**config.mk**
```make
export PLATFORM = sky130hd
export DESIGN_NAME = writeback_arbiter_flat
export DESIGN_NICKNAME = d
export VERILOG_FILES = /design/src/rtl/writeback_arbiter_pkg.sv /design/src/rtl/writeback_arbiter_if.sv /design/src/rtl/writeback_arbiter_fifo.sv /design/src/rtl/writeback_arbiter.sv /design/src/flat_wrapper.sv
export SDC_FILE = /design/constraint.sdc
export NUM_CORES = 1
export LEC_CHECK = 0
export BUFFER_PORTS_ARGS = -buffer_cell sky130_fd_sc_hd__buf_2
export CAP_MARGIN = 25
export CORE_ASPECT_RATIO = 0.7
export CORE_MARGIN = 4
export CORE_UTILIZATION = 35
export CTS_BUF_LIST = sky130_fd_sc_hd__clkbuf_8
export CTS_CLUSTER_SIZE = 20
export DETAILED_ROUTE_END_ITERATION = 6
export PLACE_DENSITY = 0.54
export SETUP_SLACK_MARGIN = 0.05
export SYNTH_ARGS = -nofsm -noshare
export SYNTH_HDL_FRONTEND = slang
export SYNTH_SLANG_ARGS = --single-unit
```
**constraint.sdc**
```tcl
create_clock -name clk -period 5.2 [get_ports clk]
set_input_delay 1.3 -clock clk [delete_from_list [all_inputs] [get_ports clk]]
set_output_delay 1.3 -clock clk [all_outputs]
set_load 0.05 [all_outputs]
```
**src/rtl/writeback_arbiter_pkg.sv**
```systemverilog
// rtl/writeback_arbiter_pkg.sv - shared types and constants for the writeback arbiter
//
// Package wb_pkg:
//   XLEN, REG_AW : datapath and register-address widths
//   XZR          : architectural zero register (writes are discarded)
//   wb_entry_t   : one register-file write {rd, data}
//   wb_src_t     : which source won the write port this cycle
//   rd_onehot()  : decode a register index into a 32-bit mask
package wb_pkg;

    localparam int XLEN   = 64;
    localparam int REG_AW = 5;
    localparam logic [REG_AW-1:0] XZR = 5'd31;

    typedef struct packed {
        logic [REG_AW-1:0] rd;
        logic [XLEN-1:0]   data;
    } wb_entry_t;

    typedef enum logic [1:0] {
        SRC_NONE   = 2'd0,
        SRC_ALU    = 2'd1,
        SRC_FIFO   = 2'd2,
        SRC_BYPASS = 2'd3
    } wb_src_t;

    function automatic logic [31:0] rd_onehot(input logic [REG_AW-1:0] rd);
        return 32'd1 << rd;
    endfunction

endpackage

```
**src/rtl/writeback_arbiter_if.sv**
```systemverilog
// rtl/writeback_arbiter_if.sv - result-source handshake bundle into the writeback arbiter
//
// Signals:
//   alu_valid/alu_ready/alu_rd/alu_data : single-cycle ALU result stream
//   mem_valid/mem_ready/mem_rd/mem_data : variable-latency load return stream
// Modports:
//   master : execute/memory stages driving results
//   slave  : the writeback arbiter consuming them
interface writeback_arbiter_if;
    import wb_pkg::*;

    logic              alu_valid;
    logic              alu_ready;
    logic [REG_AW-1:0] alu_rd;
    logic [XLEN-1:0]   alu_data;

    logic              mem_valid;
    logic              mem_ready;
    logic [REG_AW-1:0] mem_rd;
    logic [XLEN-1:0]   mem_data;

    modport master (
        output alu_valid, alu_rd, alu_data,
        output mem_valid, mem_rd, mem_data,
        input  alu_ready, mem_ready
    );

    modport slave (
        input  alu_valid, alu_rd, alu_data,
        input  mem_valid, mem_rd, mem_data,
        output alu_ready, mem_ready
    );

endinterface

```
**src/rtl/writeback_arbiter_fifo.sv**
```systemverilog
// rtl/writeback_arbiter_fifo.sv - load-return buffer for the writeback arbiter
//
// Module wb_fifo, parameter DEPTH (power of two, >= 2)
//   clk, rst_n   : clock, asynchronous active-low reset (empties the FIFO)
//   push, push_entry : write one entry; honoured when not full, or when full with pop
//   pop          : retire the head entry; ignored when empty
//   full, empty  : occupancy flags
//   head         : oldest entry, valid while not empty
module wb_fifo
    import wb_pkg::*;
#(
    parameter int DEPTH = 2
) (
    input  logic      clk,
    input  logic      rst_n,
    input  logic      push,
    input  wb_entry_t push_entry,
    input  logic      pop,
    output logic      full,
    output logic      empty,
    output wb_entry_t head
);

    localparam int AW = $clog2(DEPTH);

    wb_entry_t     mem [DEPTH];
    logic [AW-1:0] wptr;
    logic [AW-1:0] rptr;
    logic [AW:0]   count;
    logic          do_push;
    logic          do_pop;

    // DEPTH is a power of two, so the occupancy counter's MSB alone marks full.
    assign full  = count[AW];
    assign empty = (count == '0);
    assign head  = mem[rptr];

    assign do_pop  = pop && !empty;
    assign do_push = push && (!full || do_pop);

    // Storage needs no reset; the pointers alone define which entries are live.
    always_ff @(posedge clk) begin
        if (do_push) begin
            mem[wptr] <= push_entry;
        end
    end

    always_ff @(posedge clk or negedge rst_n) begin
        if (!rst_n) begin
            wptr  <= '0;
            rptr  <= '0;
            count <= '0;
        end else begin
            if (do_push) begin
                wptr <= wptr + 1'b1;
            end
            if (do_pop) begin
                rptr <= rptr + 1'b1;
            end
            case ({do_push, do_pop})
                2'b10:   count <= count + 1'b1;
                2'b01:   count <= count - 1'b1;
                default: count <= count;
            endcase
        end
    end

endmodule

```
**src/rtl/writeback_arbiter.sv**
```systemverilog
// rtl/writeback_arbiter.sv - serialises ALU and load results onto the register-file write port
//
// Parameter DEPTH : load-return FIFO entries (power of two, >= 2)
// Ports:
//   clk, rst_n            : clock, asynchronous active-low reset
//   wb (slave)            : ALU and load-return handshake streams
//   mem_issue/_rd         : load issued this cycle; marks its destination pending
//   chk_rn/chk_rm/chk_rd  : decode's registers to test against pending loads
//   hazard                : any checked register has a load outstanding
//   sb_err                : sticky; a load was issued to an already-pending register
//   Rd/dataWrite/regWR    : registered register-file write port
module writeback_arbiter
    import wb_pkg::*;
#(
    parameter int DEPTH = 2
) (
    input  logic                clk,
    input  logic                rst_n,
    writeback_arbiter_if.slave  wb,
    input  logic                mem_issue,
    input  logic [REG_AW-1:0]   mem_issue_rd,
    input  logic [REG_AW-1:0]   chk_rn,
    input  logic [REG_AW-1:0]   chk_rm,
    input  logic [REG_AW-1:0]   chk_rd,
    output logic                hazard,
    output logic                sb_err,
    output logic [REG_AW-1:0]   Rd,
    output logic [XLEN-1:0]     dataWrite,
    output logic                regWR
);

    logic      fifo_full;
    logic      fifo_empty;
    logic      fifo_push;
    logic      fifo_pop;
    wb_entry_t fifo_head;
    wb_entry_t mem_entry;

    wb_src_t   win_src;
    wb_entry_t win;
    logic      win_is_load;
    logic      win_writes;

    logic        wr_is_load;
    logic [31:0] pending;
    logic [31:0] pending_vis;
    logic [31:0] set_vec;
    logic [31:0] clr_vec;

    assign mem_entry = '{rd: wb.mem_rd, data: wb.mem_data};

    wb_fifo #(
        .DEPTH (DEPTH)
    ) u_fifo (
        .clk        (clk),
        .rst_n      (rst_n),
        .push       (fifo_push),
        .push_entry (mem_entry),
        .pop        (fifo_pop),
        .full       (fifo_full),
        .empty      (fifo_empty),
        .head       (fifo_head)
    );

    // The FIFO counter resets asynchronously, so both readies rise as soon
    // as rst_n falls.
    assign wb.alu_ready = !fifo_full;
    assign wb.mem_ready = !fifo_full;

    // One winner per cycle. A full FIFO must drain first, otherwise the ALU
    // has priority and any accepted load return queues behind it. Bypass is
    // only legal when nothing older is buffered, which keeps loads in order.
    always_comb begin
        win_src   = SRC_NONE;
        win       = '0;
        fifo_push = 1'b0;
        fifo_pop  = 1'b0;
        if (fifo_full) begin
            win_src  = SRC_FIFO;
            win      = fifo_head;
            fifo_pop = 1'b1;
        end else if (wb.alu_valid) begin
            win_src   = SRC_ALU;
            win       = '{rd: wb.alu_rd, data: wb.alu_data};
            fifo_push = wb.mem_valid;
        end else if (!fifo_empty) begin
            win_src   = SRC_FIFO;
            win       = fifo_head;
            fifo_pop  = 1'b1;
            fifo_push = wb.mem_valid;
        end else if (wb.mem_valid) begin
            win_src = SRC_BYPASS;
            win     = mem_entry;
        end
    end

    assign win_is_load = (win_src == SRC_FIFO) || (win_src == SRC_BYPASS);
    // Writes to XZR are consumed from their source but never reach the port.
    assign win_writes  = (win_src != SRC_NONE) && (win.rd != XZR);

    // Rd/dataWrite hold across idle and XZR cycles; only regWR pulses.
    always_ff @(posedge clk or negedge rst_n) begin
        if (!rst_n) begin
            regWR      <= 1'b0;
            Rd         <= '0;
            dataWrite  <= '0;
            wr_is_load <= 1'b0;
        end else if (win_writes) begin
            regWR      <= 1'b1;
            Rd         <= win.rd;
            dataWrite  <= win.data;
            wr_is_load <= win_is_load;
        end else begin
            regWR      <= 1'b0;
            wr_is_load <= 1'b0;
        end
    end

    // A pending bit clears on the edge its load-sourced write is presented to
    // the register file, so decode sees the fresh value from the read port in
    // the cycle the hazard drops. ALU writes to the same register do not clear it.
    assign clr_vec = (regWR && wr_is_load) ? rd_onehot(Rd) : 32'd0;
    assign set_vec = (mem_issue && (mem_issue_rd != XZR)) ? rd_onehot(mem_issue_rd) : 32'd0;

    always_ff @(posedge clk or negedge rst_n) begin
        if (!rst_n) begin
            pending <= '0;
            sb_err  <= 1'b0;
        end else begin
            pending <= (pending & ~clr_vec) | set_vec;
            if (|(set_vec & pending & ~clr_vec)) begin
                sb_err <= 1'b1;
            end
        end
    end

    // XZR never carries a dependency.
    assign pending_vis = {1'b0, pending[30:0]};
    assign hazard      = pending_vis[chk_rn] | pending_vis[chk_rm] | pending_vis[chk_rd];

endmodule

```
**src/flat_wrapper.sv**
```systemverilog
// flat-port wrapper written by rule: the top's interface ports become plain ports
module writeback_arbiter_flat import wb_pkg::*;
#(
    parameter int DEPTH = 2
)
  (clk, rst_n, mem_issue, mem_issue_rd, chk_rn, chk_rm, chk_rd, hazard, sb_err, Rd, dataWrite, regWR, wb_alu_valid, wb_alu_rd, wb_alu_data, wb_mem_valid, wb_mem_rd, wb_mem_data, wb_alu_ready, wb_mem_ready);
  writeback_arbiter_if wb_i ();
  input  logic clk;
  input  logic rst_n;
  input  logic mem_issue;
  input  logic [REG_AW-1:0] mem_issue_rd;
  input  logic [REG_AW-1:0] chk_rn;
  input  logic [REG_AW-1:0] chk_rm;
  input  logic [REG_AW-1:0] chk_rd;
  output logic hazard;
  output logic sb_err;
  output logic [REG_AW-1:0] Rd;
  output logic [XLEN-1:0] dataWrite;
  output logic regWR;
  input wire logic [$bits(wb_i.alu_valid)-1:0] wb_alu_valid;
  input wire logic [$bits(wb_i.alu_rd)-1:0] wb_alu_rd;
  input wire logic [$bits(wb_i.alu_data)-1:0] wb_alu_data;
  input wire logic [$bits(wb_i.mem_valid)-1:0] wb_mem_valid;
  input wire logic [$bits(wb_i.mem_rd)-1:0] wb_mem_rd;
  input wire logic [$bits(wb_i.mem_data)-1:0] wb_mem_data;
  output wire logic [$bits(wb_i.alu_ready)-1:0] wb_alu_ready;
  output wire logic [$bits(wb_i.mem_ready)-1:0] wb_mem_ready;
  assign wb_i.alu_valid = wb_alu_valid;
  assign wb_i.alu_rd = wb_alu_rd;
  assign wb_i.alu_data = wb_alu_data;
  assign wb_i.mem_valid = wb_mem_valid;
  assign wb_i.mem_rd = wb_mem_rd;
  assign wb_i.mem_data = wb_mem_data;
  assign wb_alu_ready = wb_i.alu_ready;
  assign wb_mem_ready = wb_i.mem_ready;
  writeback_arbiter #(.DEPTH(DEPTH)) u_core (.clk(clk), .rst_n(rst_n), .wb(wb_i), .mem_issue(mem_issue), .mem_issue_rd(mem_issue_rd), .chk_rn(chk_rn), .chk_rm(chk_rm), .chk_rd(chk_rd), .hazard(hazard), .sb_err(sb_err), .Rd(Rd), .dataWrite(dataWrite), .regWR(regWR));
endmodule
```
==> results.py <==
metrics = {
    "clocking": {
        "cts_buffers": 42,
        "clkSlewWorstSetupHoldPaths_ns": 0.06,
        "cts_buffer_depth": 3,
        "hold_buffers": 0,
        "cts_tree": "built",
        "htreeDepth": 2,
        "cts_sinks": 245,
        "clk_latency_ns": 0.55,
        "root_buffer": "clkbuf_8",
        "post_cts_buffers": 0,
        "cts_resized": 0,
    },
    "placement": {
        "placedCellCount": 1574,
        "hpwl_mm": 22.8,
        "gp_congestion": 0.917,
        "port_buffers": 236,
        "placed_area_sq_um": 13500,
    },
    "timing": {
        "max_freq_mhz": 238,
        "post-route-period-util_pct": 80.7,
        "drv_slew": 0,
        "hold_viol": 0,
        "tns_ns": 0,
        "skew_ns": 0.0248,
        "rsz0062_at_grt": "false",
        "setup_viol": 0,
        "tightestPinTransition_ns": 0.926,
        "maxSlewHeadroom_pct": 38.3,
        "min_period_ns": 4.20,
    },
    "logic_synthesis": {
        "syn_nets": 1119,
        "synth_edf_count": 138,
        "ys_types": 73,
        "synthCells": 955,
        "synth_area_per_cell_sq_um": 12.5,
        "yosysSeqAreaShare_pct": 57.1,
        "async_flop_share_pct": 43.7,
        "ys_ff_latch": 245,
        "netlist_area_sq_um": 11900,
        "synth_warnings": 0,
        "synth-main-ff-cell": "edfxtp_1",
    },
    "floorplan": {
        "die_y_um": 163,
        "die_area_sq_um": 37200,
        "io_pins": 237,
        "die_w_um": 229,
        "coreArea_sq_um": 33600,
        "initial_core_util_pct": 35.6,
        "fp-row-count": 56,
    },
    "route": {
        "routed_wl_mm": 33.7,
        "firstDrtPassIters": 5,
        "post_drt_wl_per_cell_um": 20.3,
        "num_vias": 8620,
        "ant_nets": 0,
        "drtIter0Drc": 683,
        "via_per_inst": 5.21,
        "drc": 0,
    },
    "layout": {
        "fill_cells": 3230,
        "final_layout_size_suffix_gt1_share_pct": 33.7,
        "seq_area_sq_um": 6830,
        "area_growth_pct": 19.8,
        "fin_cells": 1656,
        "final_area_sq_um": 14300,
        "multiInputGateArea_sq_um": 4760,
        "nets": 1347,
    },
    "worst_setup_path": {
        "crit_type": "in -> out",
        "cp_slowest_cell": "mux4_2",
        "crit_buf_inv": 2,
        "r2r_setup_slack_ns": 2.09,
        "critPathMostFrequentCell": "buf_2",
        "r2r_end": "u_core.dataWrite[21]",
        "end_kind": "output port",
        "r2r-start": "u_core.u_fifo.count[1]",
        "startpoint_type": "input port",
        "max_stage_delay_ns": 0.53,
        "cp_max_fo": 10,
        "cp_data_required_time_ns": 3.90,
        "crit_chain": "buf_2 > mux4_2 > mux2i_1 > o31ai_1 > nor3_1 > nand3_1 > buf_2",
        "path_delay_family": "multiplexers",
        "ff2ff_path_depth": 7,
        "arrival_ns": 2.90,
    },
    "pwr": {
        "switching_share_pct": 43.0,
        "p_leak_nw": 6.09,
        "clockPowerShare_pct": 18.8,
        "combPwrFrac_pct": 44.2,
        "switchingPower_w": 0.00382,
        "p_total_w": 0.00889,
        "ir_drop_v": 0.000332,
        "cellPowerDensity_nw_per_um2": 621,
        "p_seq_share_pct": 37.0,
        "p_int_w": 0.00507,
    },
    "grt": {
        "grt_pass1_wl_mm": 52.4,
        "grt_usage_pct": 17.9,
        "grt_overflow": 0,
        "antenna_found_initial": 14,
        "grt_pass1_vias": 8836,
        "grt_max_degree": 57,
    },
    "worst_hold_path": {
        "hold_class": "reg -> reg",
        "min_path_cells": 1,
        "holdPathEnd": "u_core.dataWrite[20]",
        "hp-start": "u_core.dataWrite[20]",
    },
    "status": {
        "status": "finished, final reports clean",
    },
    "run": {
        "maxCapViolCount": 0,
    },
}
synth_stat cells, types with 7 or more instances:
cell type	n	share of area [%]
o21ai_0	47	2.0
mux2i_1	77	6.5
nand3b_1	7	0.44
mux2_4	60	7.5
buf_6	8	0.75
mux4_2	21	4.0
buf_2	13	0.54
a21oi_1	135	5.7
edfxtp_1	138	35
nand2_1	31	0.97
nor2_1	143	4.5
dfrtp_1	107	22
inv_1	7	0.22
o22ai_1	9	0.47
clkbuf_1	33	1.0
nand3_1	12	0.50
layout make-up:
| class | count | share of cell area, % |
|---|---|---|
| repair buffers | 248 | 9.42 |
| inverters | 8 | 0.210 |
| clock inverters | 30 | 1.04 |
| diodes | 5 | 0.0874 |
| well taps | 435 | 3.80 |
| multi-input cells | 638 | 33.2 |
| flip-flops and latches | 245 | 47.7 |
| clock buffers | 47 | 4.52 |
flip-flops by register name (all words and copies together), names as in the netlist:
register,flops
u_core.u_fifo.mem,138
u_core.dataWrite,64
u_core.pending,31
u_core.Rd,5
u_core.u_fifo.count,2
u_core.regWR,1
u_core.sb_err,1
u_core.u_fifo.rptr,1
u_core.u_fifo.wptr,1
u_core.wr_is_load,1
kinds of logic after synthesis:
logic type	Yosys count	share of synthesized area [%]
AOI/OAI and AO/OA	225	10.4
xor gates and xnor gates	5	0.367
adders and majority gates	1	0.105
buffers and inverters	72	3.40
DFF	245	57.1
muxes	166	18.7
and+or+nand+nor	241	9.89
layer usage:
metal / vias up / share of wire [%] / routed length (um) / global-route usage, %
met5: - / 0.25 / 85 / 0
met4: 16 / 2.0 / 679 / 4.98
met3: 64 / 9.2 / 3110 / 6.01
met2: 312 / 41 / 13700 / 25.1
met1: 4203 / 48 / 16100 / 26.5
li1: 4025 / - / - / -
per-stage QoR:
stage | hold WS [ns] | util [%] | worst slack, ns
after global routing | 0.514 | 42.6 | 0.845
after CTS | 0.491 | 42.6 | 0.986
after global placement | 0.469 | 40.2 | 0.934
final | 0.484 | 42.6 | 1.00
after floorplan | 0.468 | - | 0.111
after detailed placement | 0.477 | 40.2 | 0.988
cells in the final DEF (no fill, tap or decap), types with 12 or more instances in the layout:
| cell | Yosys | routed |
|---|---|---|
| nand3_1 | 12 | 12 |
| mux4_2 | 21 | 21 |
| inv_1 | 7 | 23 |
| nand2_1 | 31 | 30 |
| edfxtp_1 | 138 | 138 |
| mux2_4 | 60 | 60 |
| o21ai_0 | 47 | 47 |
| a21oi_1 | 135 | 135 |
| buf_2 | 13 | 235 |
| dfrtp_1 | 107 | 106 |
| nor2_1 | 143 | 140 |
| mux2i_1 | 77 | 77 |
| clkbuf_8 | 2 | 47 |
how the worst max path moves through the flow:
stage,from,end,depth (start not counted)
2_1_floorplan,wb_alu_valid,u_core.u_fifo.mem[0][0],3
3_3_place_gp,chk_rm[0],hazard,8
3_5_place_dp,chk_rm[0],hazard,8
4_1_cts,chk_rm[1],hazard,7
5_1_grt,chk_rm[0],hazard,8
6_report,chk_rm[1],hazard,7
power by group through the flow:
stage          sequential [W]  clock, W  combinational [W]
2_1_floorplan         0.00400         0            0.00217
3_3_place_gp          0.00331         0            0.00394
3_5_place_dp          0.00329         0            0.00395
4_1_cts               0.00327   0.00174            0.00396
5_1_grt               0.00336   0.00184            0.00422
6_report              0.00329   0.00167            0.00392
(Power assumes the default switching activity.)
